$ cat config.mk
export PLATFORM = sky130hd
export DESIGN_NAME = bullet_slot_arbiter
export DESIGN_NICKNAME = d
export VERILOG_FILES = /design/src/rtl/bullet_slot_arbiter.sv
export SDC_FILE = /design/constraint.sdc
export NUM_CORES = 1
export LEC_CHECK = 0
export CORE_ASPECT_RATIO = 0.6
export CORE_UTILIZATION = 25
export CTS_CLUSTER_SIZE = 24
export DETAILED_ROUTE_END_ITERATION = 10
export GPL_TIMING_DRIVEN = 1
export PLACE_DENSITY = 0.48
export SLEW_MARGIN = 20
export SYNTH_ARGS = -nofsm -noshare
export SYNTH_HDL_FRONTEND = slang
export SYNTH_SLANG_ARGS = --single-unit
$ cat constraint.sdc
create_clock -name Clk -period 3.85 [get_ports Clk]
set_clock_uncertainty 0.05 [all_clocks]
set_input_delay 0.385 -clock Clk [delete_from_list [all_inputs] [get_ports Clk]]
set_output_delay 0.385 -clock Clk [all_outputs]
set_load 0.1 [all_outputs]
$ cat src/rtl/bullet_slot_arbiter.sv
// Purpose: shares a pool of bullet slots between two tanks' fire requests, round-robin on ties.
// Latency: eligible request -> spawn_valid on the next cycle (IDLE->SPAWN); min 2 cycles between spawns.
// Backpressure: a pool-full, capped or cooling-down tank stalls in IDLE with armed kept; requests are never dropped.
//
// Ports:
//   Clk, Reset_n           clock, asynchronous active-low reset
//   frame_tick             1-cycle pulse per video frame (drives aging and cooldown)
//   fire_req[1:0]          level fire request, [0]=tank1, [1]=tank2
//   hit[NUM_SLOTS-1:0]     1-cycle retire pulse per slot from collision logic
//   spawn_valid/slot/owner 1-cycle spawn command to the bullet datapath
//   slot_active/slot_owner live-slot map and owner bit per slot
//   count_t1/count_t2      live bullets per tank
module bullet_slot_arbiter #(
    parameter int NUM_SLOTS    = 4,
    parameter int MAX_PER_TANK = 2,
    parameter int LIFETIME     = 240,
    parameter int COOLDOWN     = 15
) (
    input  logic                 Clk,
    input  logic                 Reset_n,
    input  logic                 frame_tick,
    input  logic [1:0]           fire_req,
    input  logic [NUM_SLOTS-1:0] hit,
    output logic                 spawn_valid,
    output logic [2:0]           spawn_slot,
    output logic                 spawn_owner,
    output logic [NUM_SLOTS-1:0] slot_active,
    output logic [NUM_SLOTS-1:0] slot_owner,
    output logic [3:0]           count_t1,
    output logic [3:0]           count_t2
);

    localparam int AW = $clog2(LIFETIME + 1);

    typedef enum logic {IDLE, SPAWN} state_t;

    state_t         state_q, state_d;
    logic [1:0]     armed_q;
    logic [7:0]     cd_q [2];
    logic [AW-1:0]  age_q [NUM_SLOTS];
    logic           rr_last_q;
    logic           win_owner_q;
    logic [2:0]     win_slot_q;

    logic           any_free;
    logic [2:0]     free_idx;
    logic [1:0]     elig;
    logic           grant_owner;
    logic           spawn_now;

    // Live bullet counts are derived from the slot map, so they can never
    // drift from the actual set of occupied slots.
    always_comb begin
        count_t1 = 4'd0;
        count_t2 = 4'd0;
        for (int i = 0; i < NUM_SLOTS; i++) begin
            if (slot_active[i]) begin
                if (slot_owner[i]) count_t2 = count_t2 + 4'd1;
                else               count_t1 = count_t1 + 4'd1;
            end
        end
    end

    // Lowest free slot index: scan from the top so the lowest index wins last.
    always_comb begin
        any_free = 1'b0;
        free_idx = 3'd0;
        for (int i = NUM_SLOTS - 1; i >= 0; i--) begin
            if (!slot_active[i]) begin
                any_free = 1'b1;
                free_idx = 3'(i);
            end
        end
    end

    always_comb begin
        elig[0] = armed_q[0] & fire_req[0] & (cd_q[0] == 8'd0)
                & (int'(count_t1) < MAX_PER_TANK) & any_free;
        elig[1] = armed_q[1] & fire_req[1] & (cd_q[1] == 8'd0)
                & (int'(count_t2) < MAX_PER_TANK) & any_free;
        // On a tie the tank that did not win last time goes first.
        if (elig[0] && elig[1]) grant_owner = ~rr_last_q;
        else                    grant_owner = elig[1];
    end

    always_comb begin
        state_d = state_q;
        case (state_q)
            IDLE:    if (|elig) state_d = SPAWN;
            SPAWN:   state_d = IDLE;
            default: state_d = IDLE;
        endcase
    end

    assign spawn_now   = (state_q == SPAWN);
    assign spawn_valid = spawn_now;
    assign spawn_slot  = win_slot_q;
    assign spawn_owner = win_owner_q;

    // FSM state plus the winner captured on IDLE->SPAWN; SPAWN trusts it blindly
    // because only SPAWN can occupy a slot, so the chosen slot stays free.
    always_ff @(posedge Clk or negedge Reset_n) begin
        if (!Reset_n) begin
            state_q     <= IDLE;
            win_owner_q <= 1'b0;
            win_slot_q  <= 3'd0;
            rr_last_q   <= 1'b1;
        end else begin
            state_q <= state_d;
            if (state_q == IDLE && |elig) begin
                win_owner_q <= grant_owner;
                win_slot_q  <= free_idx;
            end
            if (spawn_now) rr_last_q <= win_owner_q;
        end
    end

    // Per-tank arming (one bullet per press) and frame-counted cooldown.
    always_ff @(posedge Clk or negedge Reset_n) begin
        if (!Reset_n) begin
            armed_q <= 2'b11;
            for (int t = 0; t < 2; t++) cd_q[t] <= 8'd0;
        end else begin
            for (int t = 0; t < 2; t++) begin
                if (spawn_now && win_owner_q == 1'(t)) begin
                    armed_q[t] <= 1'b0;
                    cd_q[t]    <= 8'(COOLDOWN);
                end else begin
                    if (!fire_req[t]) armed_q[t] <= 1'b1;
                    if (frame_tick && cd_q[t] != 8'd0) cd_q[t] <= cd_q[t] - 8'd1;
                end
            end
        end
    end

    // Slot map: spawn beats hit and aging on the slot being loaded; otherwise
    // a hit or reaching LIFETIME frees a live slot exactly once.
    always_ff @(posedge Clk or negedge Reset_n) begin
        if (!Reset_n) begin
            slot_active <= '0;
            slot_owner  <= '0;
            for (int i = 0; i < NUM_SLOTS; i++) age_q[i] <= '0;
        end else begin
            for (int i = 0; i < NUM_SLOTS; i++) begin
                if (spawn_now && win_slot_q == 3'(i)) begin
                    slot_active[i] <= 1'b1;
                    slot_owner[i]  <= win_owner_q;
                    age_q[i]       <= '0;
                end else if (slot_active[i]) begin
                    if (hit[i]) begin
                        slot_active[i] <= 1'b0;
                        age_q[i]       <= '0;
                    end else if (frame_tick) begin
                        if (age_q[i] == AW'(LIFETIME - 1)) begin
                            slot_active[i] <= 1'b0;
                            age_q[i]       <= '0;
                        end else begin
                            age_q[i] <= age_q[i] + 1'b1;
                        end
                    end
                end
            end
        end
    end

endmodule

==> summary.md <==
| Metric | Value |
|---|---|
| Antenna Cells | 0 |
| CTS tree | done |
| Startpoint class of the critical path | register |
| Postcts setup bufs | 0 |
| Total die area | 0.0152 mm2 |
| Max_slew headroom | 33.1% |
| Num rows | 33 |
| Seq/Total Area, Yosys | 43.1% |
| Library cells used by synthesis | 53 |
| # setup viols final | 0 |
| Tcrit/Tclk final | 88.1% |
| # IOs | 30 |
| Clk_lat worst skew | 0.33 ns |
| Post-Syn Area | 0.00366 mm2 |
| Layout cell share with drive strength beyond 1 | 14.0% |
| Vias per cell | 4.67 |
| Hold_sp | armed_q[0] |
| Mean Syn Cell Area | 9.22 um2 |
| #FFs+latches synth | 63 |
| Setup_tns | 0 ns |
| I/O Buffers | 28 |
| Slew Viols, Final | 0 |
| Mapped Cells | 397 |
| Die Width | 158 um |
| Fill cells | 1481 |
| CTS Buf Count | 9 |
| Placed cells | 611 |
| DRC marker count from the first detailed-route iteration | 149 |
| Synth Warn # | 0 |
| H-tree depth reported by CTS | 3 |
| Hold Path End | armed_q[0] |
| Worst-path clk slew | 0.05 ns |
| Via count of the first global-routing pass | 2855 |
| Placed Area | 0.00424 mm2 |
| Commonest non-fill, non-tap cell in the layout | dfrtp_1 |
| Die H | 95.8 um |
| CP Max Fanout | 11 |
| CP Launch Point | slot_active[0] |
| WP data arrival | 2.96 ns |
| Commonest cells after routing, fill and taps aside | dfrtp_1, nand2_1, o21ai_0, nor2_1 |
| Reg2Reg Capture Point | spawn_slot[0] |
| Worst EP required | 3.41 ns |
| Non-Filler Instances | 629 |
| Nets@finish | 454 |
| First-pass GRT wire length | 15100 um |
| Slew @ Worst Pin | 1.00 ns |
| Hpwl dp | 6560 um |
| Longest Clk Path Bufs | 2 |
| Core footprint | 0.0140 mm2 |
| Post-route ant nets | 0 |
| Crit Path Class | reg -> out |
| Clock period minus worst slack | 3.39 ns |
| Hold Buf Count CTS | 0 |
| Final hold slack | 0.409 ns |
| DR vias | 2939 |
| DR DRC count | 0 |
| Post-synth ARST share | 100% |
| Total Wirelength | 8950 um |
| Drt wl/cell | 14.2 um |
| Primary FF master, synth | dfrtp_1 |
| Unrepaired setup endpoints after global routing | no |
| Number of antenna violations at the first check in global routing | 0 |
| Grt ovf | 0 |
| Post-layout instance area | 0.00455 mm2 |
| Syn nets | 419 |
| Total track usage | 13.3% |
| CTS sink cnt | 63 |
| Status | completed |
| Post-synth EDFFs | 0 |
| Cells on worst reg2reg path | 13 |
| Power Density | 503 mW/mm2 |
| Area grow syn2layout | 24.3% |
| Hold depth | 2 |
| Clock Tree Root | clkbuf_16 |
| Routability cong. | 0.834 |
| Critical Path Sink Type | output port |
| Final hold vios | 0 |
| F_max | 295 MHz |
| Initial Util | 26.2% |
| Peak VDD IR | 0.000290 V |
| Worst hold path type | reg -> reg |
| Reg2reg setup slack | 0.70 ns |
| Leakage power total | 1.98 nW |
| Maxcap violations | 0 |
| Post-cts sizing count | 0 |
| RR Startpoint | slot_active[0] |
| Drt first pass iters | 4 |
| Pin count of the biggest net entering global routing | 41 |
## flip-flops by register name, indices dropped and copies added (netlist names)
name         cells
age_q           32
cd_q            16
slot_active      4
slot_owner       4
armed_q          2
spawn_slot       2
rr_last_q        1
spawn_owner      1
spawn_valid      1
## cell usage after synthesis (all sizes together) (9+ instances only)
master | n | area [um2]
nand2 | 39 | 146
inv | 24 | 90.1
o21ai | 36 | 180
and3 | 11 | 68.8
dfrtp | 60 | 1500
xor2 | 9 | 78.8
nor2 | 32 | 123
xnor2 | 16 | 140
nand3 | 23 | 115
a21oi | 16 | 80.1
ha | 13 | 163
## critical path, stage by stage (launching register included)
cell	delay (ns)
dfrtp_4	0.52
inv_1	0.10
nor2_1	0.05
ha_1	0.32
a21o_1	0.20
ha_1	0.29
mux2i_1	0.28
inv_1	0.08
ha_1	0.23
nand3b_1	0.13
xor2_2	0.22
buf_12	0.21
## worst max-delay path by stage
stage	end	slack, ns
floorplan	spawn_slot[0]	0.007
global placement	spawn_slot[1]	0.81
global route	count_t1[2]	0.25
detailed placement	spawn_slot[0]	0.73
CTS	count_t1[2]	0.44
finish	count_t1[2]	0.46
## report_power, final
group	switching (W)	internal, W	total (W)
logic	0.000336	0.000214	0.000550
clock network	0.000283	0.000499	0.000782
registers	0.000164	0.000794	0.000958
total	0.000783	0.00151	0.00229
## cell families after synthesis
group,Yosys count,share of synthesized area [%]
buf+inv,33,3.66
fa+ha+maj,13,4.44
compound gates,80,14.0
other cells,1,0.102
mux,9,2.77
simple gates,173,25.9
xor+xnor,25,5.98
flops,63,43.2
## layer usage
layer | vias up | share of wire (%) | global-route usage, %
met1 | 1397 | 55 | 19.6
li1 | 1476 | - | -
met4 | 0 | 1.3 | 4.09
met2 | 57 | 39 | 18.1
met3 | 9 | 4.8 | 4.01
met5 | - | 0 | 0
## per-stage QoR
stage               total power, W  util, %  setup slack, ns
detailed placement         0.00152     30.4            0.732
finish                     0.00229     32.6            0.457
floorplan                  0.00135        -          0.00655
global route               0.00244     32.6            0.247
CTS                        0.00233     32.4            0.441
global placement           0.00150     30.4            0.807
## layout make-up
| cell class | instances | area [um2] | share of cell area, % |
|---|---|---|---|
| repair buffers | 33 | 358 | 7.86 |
| clock buffers | 12 | 236 | 5.19 |
| flip-flops and latches | 63 | 1590 | 34.8 |
| well taps | 192 | 240 | 5.28 |
| clock inverters | 4 | 47.5 | 1.04 |
| inverters | 24 | 90.1 | 1.98 |
| multi-input cells | 301 | 1990 | 43.8 |
(Power assumes the default switching activity.)
